===== config.mk =====
export PLATFORM = sky130hd
export DESIGN_NAME = seg_display_mux
export DESIGN_NICKNAME = d
export VERILOG_FILES = /design/src/rtl/seg_pkg.sv /design/src/rtl/seg_glyph_rom.sv /design/src/rtl/seg_display_mux.sv
export SDC_FILE = /design/constraint.sdc
export NUM_CORES = 1
export LEC_CHECK = 0
export CORE_ASPECT_RATIO = 1.2
export CORE_MARGIN = 5
export CORE_UTILIZATION = 60
export CTS_BUF_LIST = sky130_fd_sc_hd__clkbuf_4 sky130_fd_sc_hd__clkbuf_8 sky130_fd_sc_hd__clkbuf_16
export DETAILED_ROUTE_END_ITERATION = 10
export GPL_ROUTABILITY_DRIVEN = 0
export PLACE_DENSITY = 0.91
export SYNTH_ARGS = -nofsm -noshare
export SYNTH_HDL_FRONTEND = slang
export SYNTH_HIERARCHICAL = 1
export SYNTH_SLANG_ARGS = --single-unit

===== constraint.sdc =====
create_clock -name clk -period 4.8 [get_ports clk]
set_input_delay 0.48 -clock clk [delete_from_list [all_inputs] [get_ports clk]]
set_output_delay 0.48 -clock clk [all_outputs]
set_load 0.02 [all_outputs]

===== src/rtl/seg_pkg.sv =====
// rtl/seg_pkg.sv - shared glyph constants and digit code type for the seven-segment mux
package seg_pkg;

    typedef logic [3:0] code_t;

    // Segment order {g,f,e,d,c,b,a}, active-low.
    localparam logic [6:0] SEG_OFF   = 7'b1111111;
    localparam logic [6:0] GLYPH_0   = 7'b1000000;
    localparam logic [6:0] GLYPH_1   = 7'b1111001;
    localparam logic [6:0] GLYPH_2   = 7'b0100100;
    localparam logic [6:0] GLYPH_3   = 7'b0110000;
    localparam logic [6:0] GLYPH_4   = 7'b0011001;
    localparam logic [6:0] GLYPH_5   = 7'b0010010;
    localparam logic [6:0] GLYPH_6   = 7'b0000010;
    localparam logic [6:0] GLYPH_7   = 7'b1111000;
    localparam logic [6:0] GLYPH_8   = 7'b0000000;
    localparam logic [6:0] GLYPH_9   = 7'b0010000;
    localparam logic [6:0] GLYPH_A   = 7'b0001000;
    localparam logic [6:0] GLYPH_B   = 7'b0000011;
    localparam logic [6:0] GLYPH_C   = 7'b1000110;
    localparam logic [6:0] GLYPH_D   = 7'b0100001;
    localparam logic [6:0] GLYPH_E   = 7'b0000110;
    localparam logic [6:0] GLYPH_F   = 7'b0001110;
    localparam logic [6:0] GLYPH_ERR = 7'b0001110;

endpackage


===== src/rtl/seg_glyph_rom.sv =====
// rtl/seg_glyph_rom.sv - combinational digit code to active-low segment pattern
module seg_glyph_rom
    import seg_pkg::*;
#(
    parameter int HEX_MODE = 0
) (
    input  code_t      code_i,
    output logic [6:0] seg_o
);

    localparam bit HEX = (HEX_MODE != 0);

    always_comb begin
        seg_o = GLYPH_ERR;
        case (code_i)
            4'd0:  seg_o = GLYPH_0;
            4'd1:  seg_o = GLYPH_1;
            4'd2:  seg_o = GLYPH_2;
            4'd3:  seg_o = GLYPH_3;
            4'd4:  seg_o = GLYPH_4;
            4'd5:  seg_o = GLYPH_5;
            4'd6:  seg_o = GLYPH_6;
            4'd7:  seg_o = GLYPH_7;
            4'd8:  seg_o = GLYPH_8;
            4'd9:  seg_o = GLYPH_9;
            // Without hex glyphs, codes above 9 fall through to the error pattern.
            4'd10: seg_o = HEX ? GLYPH_A : GLYPH_ERR;
            4'd11: seg_o = HEX ? GLYPH_B : GLYPH_ERR;
            4'd12: seg_o = HEX ? GLYPH_C : GLYPH_ERR;
            4'd13: seg_o = HEX ? GLYPH_D : GLYPH_ERR;
            4'd14: seg_o = HEX ? GLYPH_E : GLYPH_ERR;
            4'd15: seg_o = HEX ? GLYPH_F : GLYPH_ERR;
            default: seg_o = GLYPH_ERR;
        endcase
    end

endmodule


===== src/rtl/seg_display_mux.sv =====
// rtl/seg_display_mux.sv - time-multiplexed common-anode seven-segment scanner with frame-aligned updates
module seg_display_mux
    import seg_pkg::*;
#(
    parameter int NUM_DIGITS   = 4,
    parameter int REFRESH_DIV  = 50000,
    parameter int GUARD        = 16,
    parameter int BLINK_FRAMES = 64,
    parameter int HEX_MODE     = 0
) (
    input  logic                    clk,
    input  logic                    rst_n,
    input  logic [4*NUM_DIGITS-1:0] digits_in,
    input  logic                    load,
    input  logic [NUM_DIGITS-1:0]   blank_mask,
    input  logic [NUM_DIGITS-1:0]   blink_mask,
    input  logic                    lz_suppress,
    output logic [6:0]              seg_out,
    output logic [NUM_DIGITS-1:0]   dig_en,
    output logic                    frame_done
);

    localparam int CNT_W = (REFRESH_DIV > 1) ? $clog2(REFRESH_DIV) : 1;
    localparam int IDX_W = (NUM_DIGITS > 1) ? $clog2(NUM_DIGITS) : 1;
    localparam int BLK_W = (BLINK_FRAMES > 1) ? $clog2(BLINK_FRAMES) : 1;
    localparam int DW    = 4 * NUM_DIGITS;

    logic [CNT_W-1:0]      cnt_q, cnt_d;
    logic [IDX_W-1:0]      idx_q, idx_d;
    logic [BLK_W-1:0]      blk_q, blk_d;
    logic                  phase_q, phase_d;
    logic [DW-1:0]         active_q, active_d;
    logic [DW-1:0]         pend_q, pend_d;
    logic                  pend_valid_q, pend_valid_d;
    logic [6:0]            seg_q, seg_d;
    logic [NUM_DIGITS-1:0] en_q, en_d;
    logic                  fd_q, fd_d;

    logic                  slot_end;
    logic                  frame_wrap;
    logic [NUM_DIGITS-1:0] lz_dark;
    logic [NUM_DIGITS-1:0] dark;
    code_t                 cur_code;
    logic [6:0]            glyph;

    assign slot_end   = (cnt_q == CNT_W'(REFRESH_DIV - 1));
    assign frame_wrap = slot_end && (idx_q == IDX_W'(NUM_DIGITS - 1));

    always_comb begin
        cnt_d   = slot_end ? '0 : cnt_q + 1'b1;
        idx_d   = idx_q;
        blk_d   = blk_q;
        phase_d = phase_q;
        if (frame_wrap) begin
            idx_d = '0;
            if (blk_q == BLK_W'(BLINK_FRAMES - 1)) begin
                blk_d   = '0;
                phase_d = ~phase_q;
            end else begin
                blk_d = blk_q + 1'b1;
            end
        end else if (slot_end) begin
            idx_d = idx_q + 1'b1;
        end
    end

    // Active only ever changes on a frame wrap, so a frame is never mixed.
    always_comb begin
        active_d     = active_q;
        pend_d       = pend_q;
        pend_valid_d = pend_valid_q;
        if (load && frame_wrap) begin
            active_d     = digits_in;
            pend_valid_d = 1'b0;
        end else begin
            if (frame_wrap && pend_valid_q) begin
                active_d     = pend_q;
                pend_valid_d = 1'b0;
            end
            if (load) begin
                pend_d       = digits_in;
                pend_valid_d = 1'b1;
            end
        end
    end

    // Walk down from the most significant digit while the run of zeros holds.
    always_comb begin
        logic zero_run;
        zero_run = 1'b1;
        lz_dark  = '0;
        for (int i = NUM_DIGITS - 1; i >= 1; i--) begin
            zero_run   = zero_run && (active_q[4*i +: 4] == 4'd0);
            lz_dark[i] = lz_suppress && zero_run;
        end
    end

    assign dark     = blank_mask | (blink_mask & {NUM_DIGITS{phase_q}}) | lz_dark;
    assign cur_code = code_t'(active_q >> (4 * idx_q));

    seg_glyph_rom #(
        .HEX_MODE (HEX_MODE)
    ) u_glyph_rom (
        .code_i (cur_code),
        .seg_o  (glyph)
    );

    always_comb begin
        seg_d = SEG_OFF;
        en_d  = '1;
        fd_d  = frame_wrap;
        if ((cnt_q >= CNT_W'(GUARD)) && !dark[idx_q]) begin
            seg_d = glyph;
            en_d  = ~(NUM_DIGITS'(1) << idx_q);
        end
    end

    always_ff @(posedge clk or negedge rst_n) begin
        if (!rst_n) begin
            cnt_q        <= '0;
            idx_q        <= '0;
            blk_q        <= '0;
            phase_q      <= 1'b0;
            active_q     <= '0;
            pend_q       <= '0;
            pend_valid_q <= 1'b0;
            seg_q        <= SEG_OFF;
            en_q         <= '1;
            fd_q         <= 1'b0;
        end else begin
            cnt_q        <= cnt_d;
            idx_q        <= idx_d;
            blk_q        <= blk_d;
            phase_q      <= phase_d;
            active_q     <= active_d;
            pend_q       <= pend_d;
            pend_valid_q <= pend_valid_d;
            seg_q        <= seg_d;
            en_q         <= en_d;
            fd_q         <= fd_d;
        end
    end

    assign seg_out    = seg_q;
    assign dig_en     = en_q;
    assign frame_done = fd_q;

endmodule


==> metrics.txt <==
run status completed; CTS resizes 0; EDFF count, synth 0; grt met3 use 0.04963; Fin. Hold Viols 0; synthesized cell area 3729 sq um; max frequency 315.4 MHz; total power 1.177 mW; Core Util, Final 0.7105; dpl cells 451; Seq cells post-synth 70; root buffer cell clkbuf_8; CTS Buf Count 9; I/O pin cnt 40; # H-tree levels 3; total congestion overflow 0; # diodes 0; Via density 6.143; synth-to-layout area growth 15.30%; Slew headroom 0.3174; MaxCap Viol Count 0; leakage 1.926 nW; Final WS setup 1630 ps; core area 6051 sq um; die span in y 96.36 um; register area 1765 sq um; minimum clock period 3170 ps; initial drt markers 371; DIE AREA 7897 sq um; synth warn 6; post-CTS setup buffer count 0; met2 usage 0.3612; required time of the critical path 5040 ps; cts hold-fix bufs 0; CP Max Fanout 24; Vias 2875; clk sinks 70; asr flop ratio synth 1.000; crit path DAT 3410 ps; DRC Markers 0; CTS tree done; final antenna-violating net count 0; hold crit path type in -> async; Worst-path clk slew 80 ps; Max Root-Sink Buffers 2; Multi-input gate area 1722 sq um; worst skew pair latency 350 ps; Netlist cell types 52; fin crit share 0.6605; sequential element share of the synthesized area 0.4735; Setup-failing EPs final 0; Initial Util 0.6162; GR Util All Layers 0.2232; grt peak-use layer met2; most frequent cells in the layout 59 x dfrtp_1, 38 x clkdlybuf4s50_1, 32 x nor2_1, 28 x inv_1, 21 x nand2_1; wire length per cell 17.07 um; initial antenna violation count 0; CP startpoint idx_q[0]; Post-Layout Cell Count 468; worst vdd ir 0.2272 mV; CP Launch Type flop; synthesized netlist cell count 349; Reg2Reg Launch Point idx_q[0]; Pwr Density 273.9 nW/um^2; worst slew pin tran 1024 ps; final number of max-transition violations 0; Final nets 422; hpwl dp 5440 um; Worst Setup End Kind flop; largest net degree at the start of global routing 71; row cnt 31; share of layout cells above drive strength 1 0.1580; unrepaired setup endpoints after global routing no; vias in the first global route 2746; commonest non-fill, non-tap cell in the layout dfrtp_1; post-placement worst setup slack 1659 ps; GR Layer Usage met1 0.2841; Pre-Repair DR Iteration Count 5; die width 81.96 um; Top FF cell, synth dfrtp_1; first-pass GRT wire length 13290 um; syn_area_per_cell 10.68 sq um; IO Port Bufs 39; Final Skew 9.761 ps; Fillers 446; crit path kind reg -> reg; setup tns final 0 ps; syn_nets 390; drt total wl 7989 um
==> critical path: stages (launching register included) <==
cell     delay [ps]
dfrtp_1         660
ha_1            300
or4b_1          430
or4_1           870
nand2_4         410
mux2_2          380
==> report_power, final <==
group | total [mW] | internal [mW] | switching, mW
Sequential | 0.617 | 0.609 | 0.00716
Clock | 0.477 | 0.241 | 0.235
Combinational | 0.0841 | 0.0430 | 0.0411
Total | 1.18 | 0.894 | 0.284
==> synth_stat cells, types with 6 or more instances <==
| master | number | area (sq um) |
|---|---|---|
| o221a_1 | 11 | 123.9 |
| buf_6 | 6 | 67.56 |
| nand4_1 | 8 | 50.05 |
| ha_1 | 13 | 162.7 |
| inv_1 | 28 | 105.1 |
| nand2b_1 | 18 | 112.6 |
| clkbuf_1 | 9 | 33.78 |
| nand3b_1 | 7 | 52.55 |
| dfrtp_1 | 59 | 1476 |
| nand2_1 | 21 | 78.83 |
| nand3_1 | 13 | 65.06 |
| a31oi_1 | 17 | 106.4 |
| nor2_1 | 32 | 120.1 |
| mux2_2 | 14 | 157.7 |
| xnor2_1 | 12 | 105.1 |
| dfstp_2 | 11 | 289.0 |
==> area by class of cell <==
type,count,share of cell area
Timing Repair Buffer,41,0.09255
Inverter,29,0.02648
Clock buffer,9,0.02881
Tap cell,82,0.02386
Multi-Input combinational cell,230,0.4005
Clock inverter,7,0.01717
Sequential cell,70,0.4107
==> cells by family (layout without fill, tap and decap cells) <==
family / after synthesis / after routing / share of synthesized area
AOI/OAI and AO/OA: 56 / 56 / 0.1228
xor gates and xnor gates: 15 / 15 / 0.03524
and+or+nand+nor: 122 / 122 / 0.1755
buffers and inverters: 49 / 86 / 0.06476
muxes: 24 / 24 / 0.08456
adders and majority gates: 13 / 13 / 0.04363
DFF: 70 / 70 / 0.4735
==> per-layer routing <==
metal  vias to the layer above  share of wire  routed length [um]
li1                       1302              -                   -
met1                      1403           0.39                3133
met2                       135           0.50                3996
met3                        35          0.075                 599
met4                         0          0.032                 259
met5                         -              0                   0
==> path summary, 6_finish.rpt <==
path / end / slack, ps / depth (start not counted)
setup / recovery: pend_q[3] / 1630 / 5
hold / removal: blk_q[1] / 320 / 2
setup reg to reg: pend_q[3] / 1630 / 5
hold reg to reg: pend_q[13] / 500 / 1
max in group asynchronous: blk_q[0] / 3930 / 2
min in group clk: pend_q[13] / 500 / 1
==> state kept, by name (all words and copies together) (netlist names) <==
signal and count:
phase_q 1, blk_q 6, active_q 16, pend_valid_q 1, seg_out 7, pend_q 16
frame_done 1, idx_q 2, dig_en 4, cnt_q 16
==> stage by stage <==
step	instance area, sq um	hold WS [ps]
4_1_cts	4294	357.2
3_3_place_gp	4096	474.5
5_1_grt	4299	416.1
2_1_floorplan	3729	184.4
3_5_place_dp	4096	480.9
6_report	4299	321.5
Power figures use the tool's default switching activity.
